`config.mk`:
```
export PLATFORM = sky130hd
export DESIGN_NAME = uart_loop_fifo_flat
export DESIGN_NICKNAME = d
export VERILOG_FILES = /design/src/rtl/uart_loop_fifo_if.sv /design/src/rtl/uart_loop_fifo.sv /design/src/flat_wrapper.sv
export SDC_FILE = /design/constraint.sdc
export NUM_CORES = 1
export LEC_CHECK = 0
export ABC_AREA = 1
export CAP_MARGIN = 20
export CORE_UTILIZATION = 40
export DETAILED_ROUTE_END_ITERATION = 10
export PLACE_DENSITY = 0.53
export SETUP_SLACK_MARGIN = 0.1
export SLEW_MARGIN = 30
export SYNTH_ARGS = -nofsm -noshare
export SYNTH_HDL_FRONTEND = slang
export SYNTH_SLANG_ARGS = --single-unit
```
`constraint.sdc`:
```
create_clock -name clk -period 2.34 [get_ports clk]
set_input_delay 0.702 -clock clk [delete_from_list [all_inputs] [get_ports clk]]
set_output_delay 0.702 -clock clk [all_outputs]
set_load 0.02 [all_outputs]
```
`src/rtl/uart_loop_fifo_if.sv`:
```
// uart_loop_fifo_if: groups the UART-side handshake and FIFO status signals.
//   master : the UART side (drives rx_dv/rx_byte/tx_active/tx_done, sees the rest)
//   slave  : the loopback FIFO (drives tx_dv/tx_byte/fifo_count/empty/full/overflow)
interface uart_loop_fifo_if #(
    parameter int c_ADDR_W = 4
);
    logic              rx_dv;
    logic [7:0]        rx_byte;
    logic              tx_active;
    logic              tx_done;
    logic              tx_dv;
    logic [7:0]        tx_byte;
    logic [c_ADDR_W:0] fifo_count;
    logic              empty;
    logic              full;
    logic              overflow;

    modport master (
        output rx_dv, rx_byte, tx_active, tx_done,
        input  tx_dv, tx_byte, fifo_count, empty, full, overflow
    );

    modport slave (
        input  rx_dv, rx_byte, tx_active, tx_done,
        output tx_dv, tx_byte, fifo_count, empty, full, overflow
    );
endinterface

```
`src/rtl/uart_loop_fifo.sv`:
```
// uart_loop_fifo: byte FIFO that loops UART Rx bytes back to a UART Tx.
//   clk : rising-edge clock
//   rst : asynchronous active-high reset
//   bus : uart_loop_fifo_if.slave
//         in  rx_dv/rx_byte   received byte strobe and data
//         in  tx_active       Tx is serializing
//         in  tx_done         Tx stop-bit complete pulse
//         out tx_dv/tx_byte   launch pulse and held byte
//         out fifo_count/empty/full/overflow   registered status, overflow sticky
module uart_loop_fifo #(
    parameter int c_DEPTH  = 16,
    parameter int c_ADDR_W = 4
) (
    input logic             clk,
    input logic             rst,
    uart_loop_fifo_if.slave bus
);
    typedef enum logic [1:0] {StIdle, StLaunch, StWaitDone} state_e;

    localparam logic [c_ADDR_W:0] FullCount = (c_ADDR_W + 1)'(c_DEPTH);

    state_e              state;
    logic [7:0]          mem [c_DEPTH];
    logic [c_ADDR_W-1:0] wr_ptr;
    logic [c_ADDR_W-1:0] rd_ptr;
    logic [c_ADDR_W:0]   count;
    logic [c_ADDR_W:0]   count_nxt;
    logic                empty_r;
    logic                full_r;
    logic                overflow_r;
    logic                tx_dv_r;
    logic [7:0]          tx_byte_r;
    logic                pop;
    logic                wr_en;

    // A pop frees a slot on the same edge, so a write at full is still accepted then.
    assign pop   = (state == StIdle) && !empty_r && !bus.tx_active;
    assign wr_en = bus.rx_dv && (!full_r || pop);

    always_comb begin
        count_nxt = count;
        if (wr_en && !pop) begin
            count_nxt = count + (c_ADDR_W + 1)'(1);
        end else if (!wr_en && pop) begin
            count_nxt = count - (c_ADDR_W + 1)'(1);
        end
    end

    // Storage is deliberately not reset; contents are unobservable while empty.
    always_ff @(posedge clk) begin
        if (wr_en) begin
            mem[wr_ptr] <= bus.rx_byte;
        end
    end

    always_ff @(posedge clk or posedge rst) begin
        if (rst) begin
            state      <= StIdle;
            wr_ptr     <= '0;
            rd_ptr     <= '0;
            count      <= '0;
            empty_r    <= 1'b1;
            full_r     <= 1'b0;
            overflow_r <= 1'b0;
            tx_dv_r    <= 1'b0;
            tx_byte_r  <= 8'h00;
        end else begin
            count   <= count_nxt;
            empty_r <= (count_nxt == '0);
            full_r  <= (count_nxt == FullCount);

            // Pointers are power-of-two wide, so +1 wraps with no special case.
            if (wr_en) begin
                wr_ptr <= wr_ptr + c_ADDR_W'(1);
            end
            if (bus.rx_dv && !wr_en) begin
                overflow_r <= 1'b1;
            end

            unique case (state)
                StIdle: begin
                    tx_dv_r <= 1'b0;
                    if (pop) begin
                        tx_byte_r <= mem[rd_ptr];
                        rd_ptr    <= rd_ptr + c_ADDR_W'(1);
                        tx_dv_r   <= 1'b1;
                        state     <= StLaunch;
                    end
                end
                StLaunch: begin
                    tx_dv_r <= 1'b0;
                    state   <= StWaitDone;
                end
                StWaitDone: begin
                    tx_dv_r <= 1'b0;
                    if (bus.tx_done) begin
                        state <= StIdle;
                    end
                end
                default: begin
                    tx_dv_r <= 1'b0;
                    state   <= StIdle;
                end
            endcase
        end
    end

    assign bus.fifo_count = count;
    assign bus.empty      = empty_r;
    assign bus.full       = full_r;
    assign bus.overflow   = overflow_r;
    assign bus.tx_dv      = tx_dv_r;
    assign bus.tx_byte    = tx_byte_r;
endmodule

```
`src/flat_wrapper.sv`:
```
// flat-port wrapper written by rule: the top's interface ports become plain ports
module uart_loop_fifo_flat 
#(
    parameter int c_DEPTH  = 16,
    parameter int c_ADDR_W = 4
)
  (clk, rst, bus_rx_dv, bus_rx_byte, bus_tx_active, bus_tx_done, bus_tx_dv, bus_tx_byte, bus_fifo_count, bus_empty, bus_full, bus_overflow);
  uart_loop_fifo_if #(.c_ADDR_W(c_ADDR_W)) bus_i ();
  input logic clk;
  input logic rst;
  input wire logic [$bits(bus_i.rx_dv)-1:0] bus_rx_dv;
  input wire logic [$bits(bus_i.rx_byte)-1:0] bus_rx_byte;
  input wire logic [$bits(bus_i.tx_active)-1:0] bus_tx_active;
  input wire logic [$bits(bus_i.tx_done)-1:0] bus_tx_done;
  output wire logic [$bits(bus_i.tx_dv)-1:0] bus_tx_dv;
  output wire logic [$bits(bus_i.tx_byte)-1:0] bus_tx_byte;
  output wire logic [$bits(bus_i.fifo_count)-1:0] bus_fifo_count;
  output wire logic [$bits(bus_i.empty)-1:0] bus_empty;
  output wire logic [$bits(bus_i.full)-1:0] bus_full;
  output wire logic [$bits(bus_i.overflow)-1:0] bus_overflow;
  assign bus_i.rx_dv = bus_rx_dv;
  assign bus_i.rx_byte = bus_rx_byte;
  assign bus_i.tx_active = bus_tx_active;
  assign bus_i.tx_done = bus_tx_done;
  assign bus_tx_dv = bus_i.tx_dv;
  assign bus_tx_byte = bus_i.tx_byte;
  assign bus_fifo_count = bus_i.fifo_count;
  assign bus_empty = bus_i.empty;
  assign bus_full = bus_i.full;
  assign bus_overflow = bus_i.overflow;
  uart_loop_fifo #(.c_DEPTH(c_DEPTH), .c_ADDR_W(c_ADDR_W)) u_core (.clk(clk), .rst(rst), .bus(bus_i));
endmodule
```
# Word-level counts from Yosys, hierarchy flattened

Memories as Yosys holds them, arrays and structs flattened. A register that Yosys moved wholly into a read port is not among the register bits.
Cells that the tools add are included.

$add $sub $neg: 4
Eq/ne operators: 5
Muxes and demuxes: 9
Reductions and logical operators: 16

Operator list:

| operator            | number |
|---|---|
| $mux 5              | 2 |
| $add 4x1->4 const B | 2 |
| $logic_and 1x1->1   | 6 |
| $pmux 2 s3          | 1 |
| $add 5x1->5 const B | 1 |
| $eq 5x5->1 const B  | 1 |
| $logic_not 1->1     | 5 |
| $logic_not 5->1     | 1 |
| $sub 5x1->5 const B | 1 |
| $mux 1              | 4 |
| $mux 2              | 2 |
| $reduce_and 2->1    | 2 |
| $eq 2x1->1 const B  | 1 |
| $eq 2x2->1 const B  | 1 |
| $logic_not 2->1     | 1 |
| $ne 2x1->1 const B  | 1 |
| $ne 2x2->1 const B  | 1 |
| $logic_or 1x1->1    | 1 |

Register bits after elaboration: 19
Memory bits (writable): 128
Input bits: 13
Output and inout bits: 17
Word-level logic and storage cells: 43
Memories kept: 1

Memory list:

| memory     | words | bits a word | rd ports | clocked after Yosys merged registers in | wr ports | RTL line             | text |
|---|---|---|---|---|---|---|---|
| u_core.mem | 16    | 8           | 1        | 1                                       | 1        | uart_loop_fifo.sv:23 | `logic [7:0] mem [c_DEPTH];` |

# Depth between registers and ports, before layout

Word-level depth: 10
Mapped depth: 11

# Worst setup path after synthesis

No wires, ideal clock.

Path kind: input to register
Start: in bus_tx_active
End: mem u_core.mem[11][0] (enable)
Library setup time: 383 ps
Data arrival time: 1,886 ps
Required time: 1,957 ps
Slack: 71 ps
Stages on the path: 5
Cells stage by stage: nor2_2 nand2_4 a21oi_4 inv_2 nor3_1

Cells in the longest elaborated chain, start to end: 6

RTL lines:

| element                      | RTL line             | text |
|---|---|---|
| start, declared              | flat_wrapper.sv:13   | `input wire logic [$bits(bus_i.tx_active)-1:0] bus_tx_active;` |
| $logic_not 1->1              | uart_loop_fifo.sv:37 | `assign pop = (state == StIdle) && !empty_r && !bus.tx_active;` |
| $logic_and 1x1->1            | uart_loop_fifo.sv:37 |  |
| $logic_or 1x1->1             | uart_loop_fifo.sv:38 | `assign wr_en = bus.rx_dv && (!full_r \|\| pop);` |
| $logic_and 1x1->1            | uart_loop_fifo.sv:38 |  |
| $mux 1                       | uart_loop_fifo.sv:51 | `if (wr_en) begin` |
| $mux 1 (not written as such) | uart_loop_fifo.sv:52 | `mem[wr_ptr] <= bus.rx_byte;` |
| end, declared                | uart_loop_fifo.sv:23 |  |

No other way between the ends.

# Worst setup path after layout

Start: reg u_core.tx_byte_r[0] (netlist: u_core.bus.tx_byte[0]), read port of u_core.mem
End: out bus_tx_byte[0]

RTL lines:

| element         | RTL line             | text |
|---|---|---|
| start, declared | uart_loop_fifo.sv:32 | `logic [7:0] tx_byte_r;` |
| end, declared   | flat_wrapper.sv:16   | `output wire logic [$bits(bus_i.tx_byte)-1:0] bus_tx_byte;` |

No word-level cell between the ends.

==> results.sh <==
export IMPL_status="completed"
export IMPL_final_hold_viol_count=0
export IMPL_place_gp_congestion=0.7927
export IMPL_synth_edf_count=128
export IMPL_fin_crit_sh_pct=90.78
export IMPL_leakagePower_uw=0.003021
export IMPL_vias=4195
export IMPL_synthCells=561
export IMPL_fp_coreArea_mm2=0.01583
export IMPL_r2r_setup_slack_ps=510
export IMPL_grt_pass1_wl_mm=23.61
export IMPL_finalMaxSlewViolations=0
export IMPL_drive_gt1_share_pct=14.37
export IMPL_cp_slowest_cell="clkdlybuf4s50_1"
export IMPL_timing_rr_start="u_core.rd_ptr[2]"
export IMPL_cp_max_fo=2
export IMPL_wl_mm=15.46
export IMPL_synth_area_mm2=0.006469
export IMPL_drt_iter0_drc=414
export IMPL_path_clk_slew_ps=60
export IMPL_die_h_um=129.2
export IMPL_r2r_end="u_core.bus.tx_byte[5]"
export IMPL_crit_path_start_kind="flop"
export IMPL_cp_end_kind="output pin"
export IMPL_worstSetupEndpoint="bus_tx_byte[0]"
export IMPL_die_w_um=129.2
export IMPL_hold_path_class="input port to asynchronous set/reset pin"
export IMPL_synth_nets=581
export IMPL_cts_sinks=155
export IMPL_maxCapViolCount=0
export IMPL_yosysSeqAreaShare_pct=69.88
export IMPL_critical_path_arrival_ps=1420
export IMPL_insertion_delay_ps=440
export IMPL_crit_family="buffers and inverters"
export IMPL_yosysTopAreaCellShare_pct=59.42
export IMPL_cp_slowest_stage_delay_ps=620
export IMPL_antenna_found_initial=0
export IMPL_wl_per_cell_um=18.06
export IMPL_path_class="flop to output pin"
export IMPL_cts_tree="built"
export IMPL_p_per_area_mw_per_mm2=1249
export IMPL_yosys_top_cells_count="154 x nand2_1, 128 x edfxtp_1, 53 x nor2_1, 49 x nand3_1"
export IMPL_drc=0
export IMPL_place_hpwl_mm=10.68
export IMPL_yosysWarningCount=0
export IMPL_synth_area_top_cells="edfxtp_1 59%, dfrtp_1 10%, nand2_1 8.9%"
export IMPL_place_area_mm2=0.007224
export IMPL_fillers=1374
export IMPL_ant_nets=0
export IMPL_grt_util_all_layers_pct=20.23
export IMPL_numCtsBuffers=17
export IMPL_wl_met3_um=656
export IMPL_timing_fmax_ghz=0.4708
export IMPL_hold_slack_ps=422.4
export IMPL_crit_cells=1
export IMPL_fp_dieArea_mm2=0.01668
export IMPL_worst_path_buf_inv=1
export IMPL_synth_avg_cell_area_um2=11.53
export IMPL_dr_wl_met2_mm=7.495
export IMPL_start_util_pct=40.87
export IMPL_via_per_inst=4.901
export IMPL_synth_top_area_cell="edfxtp_1"
export IMPL_cp_startpoint="u_core.bus.tx_byte[0]"
export IMPL_numPortBuffers=29
export IMPL_overflow=0
export IMPL_cts_path_max_buffers=2
export IMPL_slew_headroom_pct=62.67
export IMPL_finalCriticalPeriod_ps=2124
export IMPL_finalSetupViolCount=0
export IMPL_cts_setup_buffers=0
export IMPL_design_area_mm2=0.007790
export IMPL_antenna_cells=0
export IMPL_rsz0062_at_grt="no"
export IMPL_h_tree_depth=4
export IMPL_fin_skew_ps=13.45
export IMPL_ys_ff_latch=155
export IMPL_reg2regPathDepth=5
export IMPL_firstDrtPassIters=5
export IMPL_crit_chain="clkdlybuf4s50_1"
export IMPL_synth_most_common_cell="nand2_1"
export IMPL_ir_worst_vdd_mv=0.6192
export IMPL_syn_to_final_growth_pct=20.43
export IMPL_top_layer_used="met4"
export IMPL_synth_flop_cell="edfxtp_1"
export IMPL_layout_nets=647
export IMPL_num_rows=46
export IMPL_required_ps=1640
export IMPL_ios=30
export IMPL_cts_root_buf="clkbuf_16"
export IMPL_worst_slew_pin_transition_ps=556.5
export IMPL_grt_pass1_vias=4132
export IMPL_synth_cell_types=33
export IMPL_drt_met1_wl_mm=7.134
export IMPL_grt_max_degree=66
export IMPL_async_flop_share_pct=17.42
worst reg2reg max path: stages, from the launching register on:
cell and delay [ps]:
dfrtp_1 520, clkinv_1 540, nand3_1 350, nand2_1 80
a21oi_1 140, a21oi_1 80
through the flow:
step           std cells  utilization (%)  TNS, ps  setup slack (ps)  total power [uW]
6_report             856            49.22        0             215.8              9732
5_1_grt              856            49.22        0             176.2             10310
4_1_cts              856            49.17        0             114.3              9799
3_5_place_dp         824            45.64   -11830            -158.4              7215
3_3_place_gp         824            45.64   -10570            -141.6              7174
2_1_floorplan        561                -        0             70.92              5974
final cells by class:
class | instances | area [um^2] | share of cell area, %
clock buffer | 18 | 429.2 | 5.509
clock inverter | 14 | 133.9 | 1.719
inverter | 25 | 93.84 | 1.205
multi-input combinational | 357 | 1720 | 22.08
sequential | 155 | 4522 | 58.05
tap | 216 | 270.3 | 3.469
timing repair buffer | 71 | 620.6 | 7.967
cell families (layout without fill, tap and decap cells):
kind of cell | after synthesis | after routing | share of synthesized area [%]
buffers and inverters | 49 | 128 | 3.520
flip-flops | 155 | 155 | 69.88
adder cells (fa/ha/maj) | 7 | 7 | 1.354
AND/OR/NAND/NOR | 270 | 270 | 17.56
XOR/XNOR | 9 | 9 | 1.335
AO/OA/AOI/OAI | 71 | 71 | 6.344
per-layer routing:
| layer | GRT usage, % | up-vias |
|---|---|---|
| met5 | 0 | - |
| met4 | 6.436 | 0 |
| met3 | 4.666 | 11 |
| met2 | 32.38 | 84 |
| met1 | 27.36 | 2037 |
| li1 | - | 2063 |
repair_timing:
action	CTS	global route
hold buffers	0	0
resized for setup	4	3
endpoints found under the setup margin	4	3
layout by cell type, fill, tap and decap left out, types with 7 or more instances in the layout:
cell	count
nor2_1	53
dfrtp_1	25
o21ai_0	26
xor2_1	8
ha_1	7
a21oi_1	16
o22ai_1	10
nand3_1	49
inv_1	17
nand2_1	154
buf_4	41
clkbuf_16	17
edfxtp_1	128
clkdlybuf4s50_1	22
power breakdown:
group	internal (uW)	switching [uW]	leakage (uW)
Sequential	3450	332	0.00148
Clock	1480	1130	0.000266
Combinational	1140	2210	0.00128
registers in the layout, indices dropped and copies added (netlist names):
register,count
u_core.bus.empty,1
u_core.bus.fifo_count,5
u_core.bus.full,1
u_core.bus.overflow,1
u_core.bus.tx_byte,8
u_core.bus.tx_dv,1
u_core.mem,128
u_core.rd_ptr,4
u_core.state,2
u_core.wr_ptr,4
worst min path at each step:
stage          slack, ps                start  depth (start not counted)                     to
2_1_floorplan        510     u_core.wr_ptr[0]                          1       u_core.wr_ptr[0]
4_1_cts              420                  rst                          2  u_core.bus.tx_byte[2]
3_3_place_gp         460  u_core.bus.overflow                          1    u_core.bus.overflow
3_5_place_dp         460  u_core.bus.overflow                          1    u_core.bus.overflow
6_report             420                  rst                          2  u_core.bus.tx_byte[2]
5_1_grt              430                  rst                          2  u_core.bus.tx_byte[1]
Note: power is estimated with default switching activity, not from simulation.
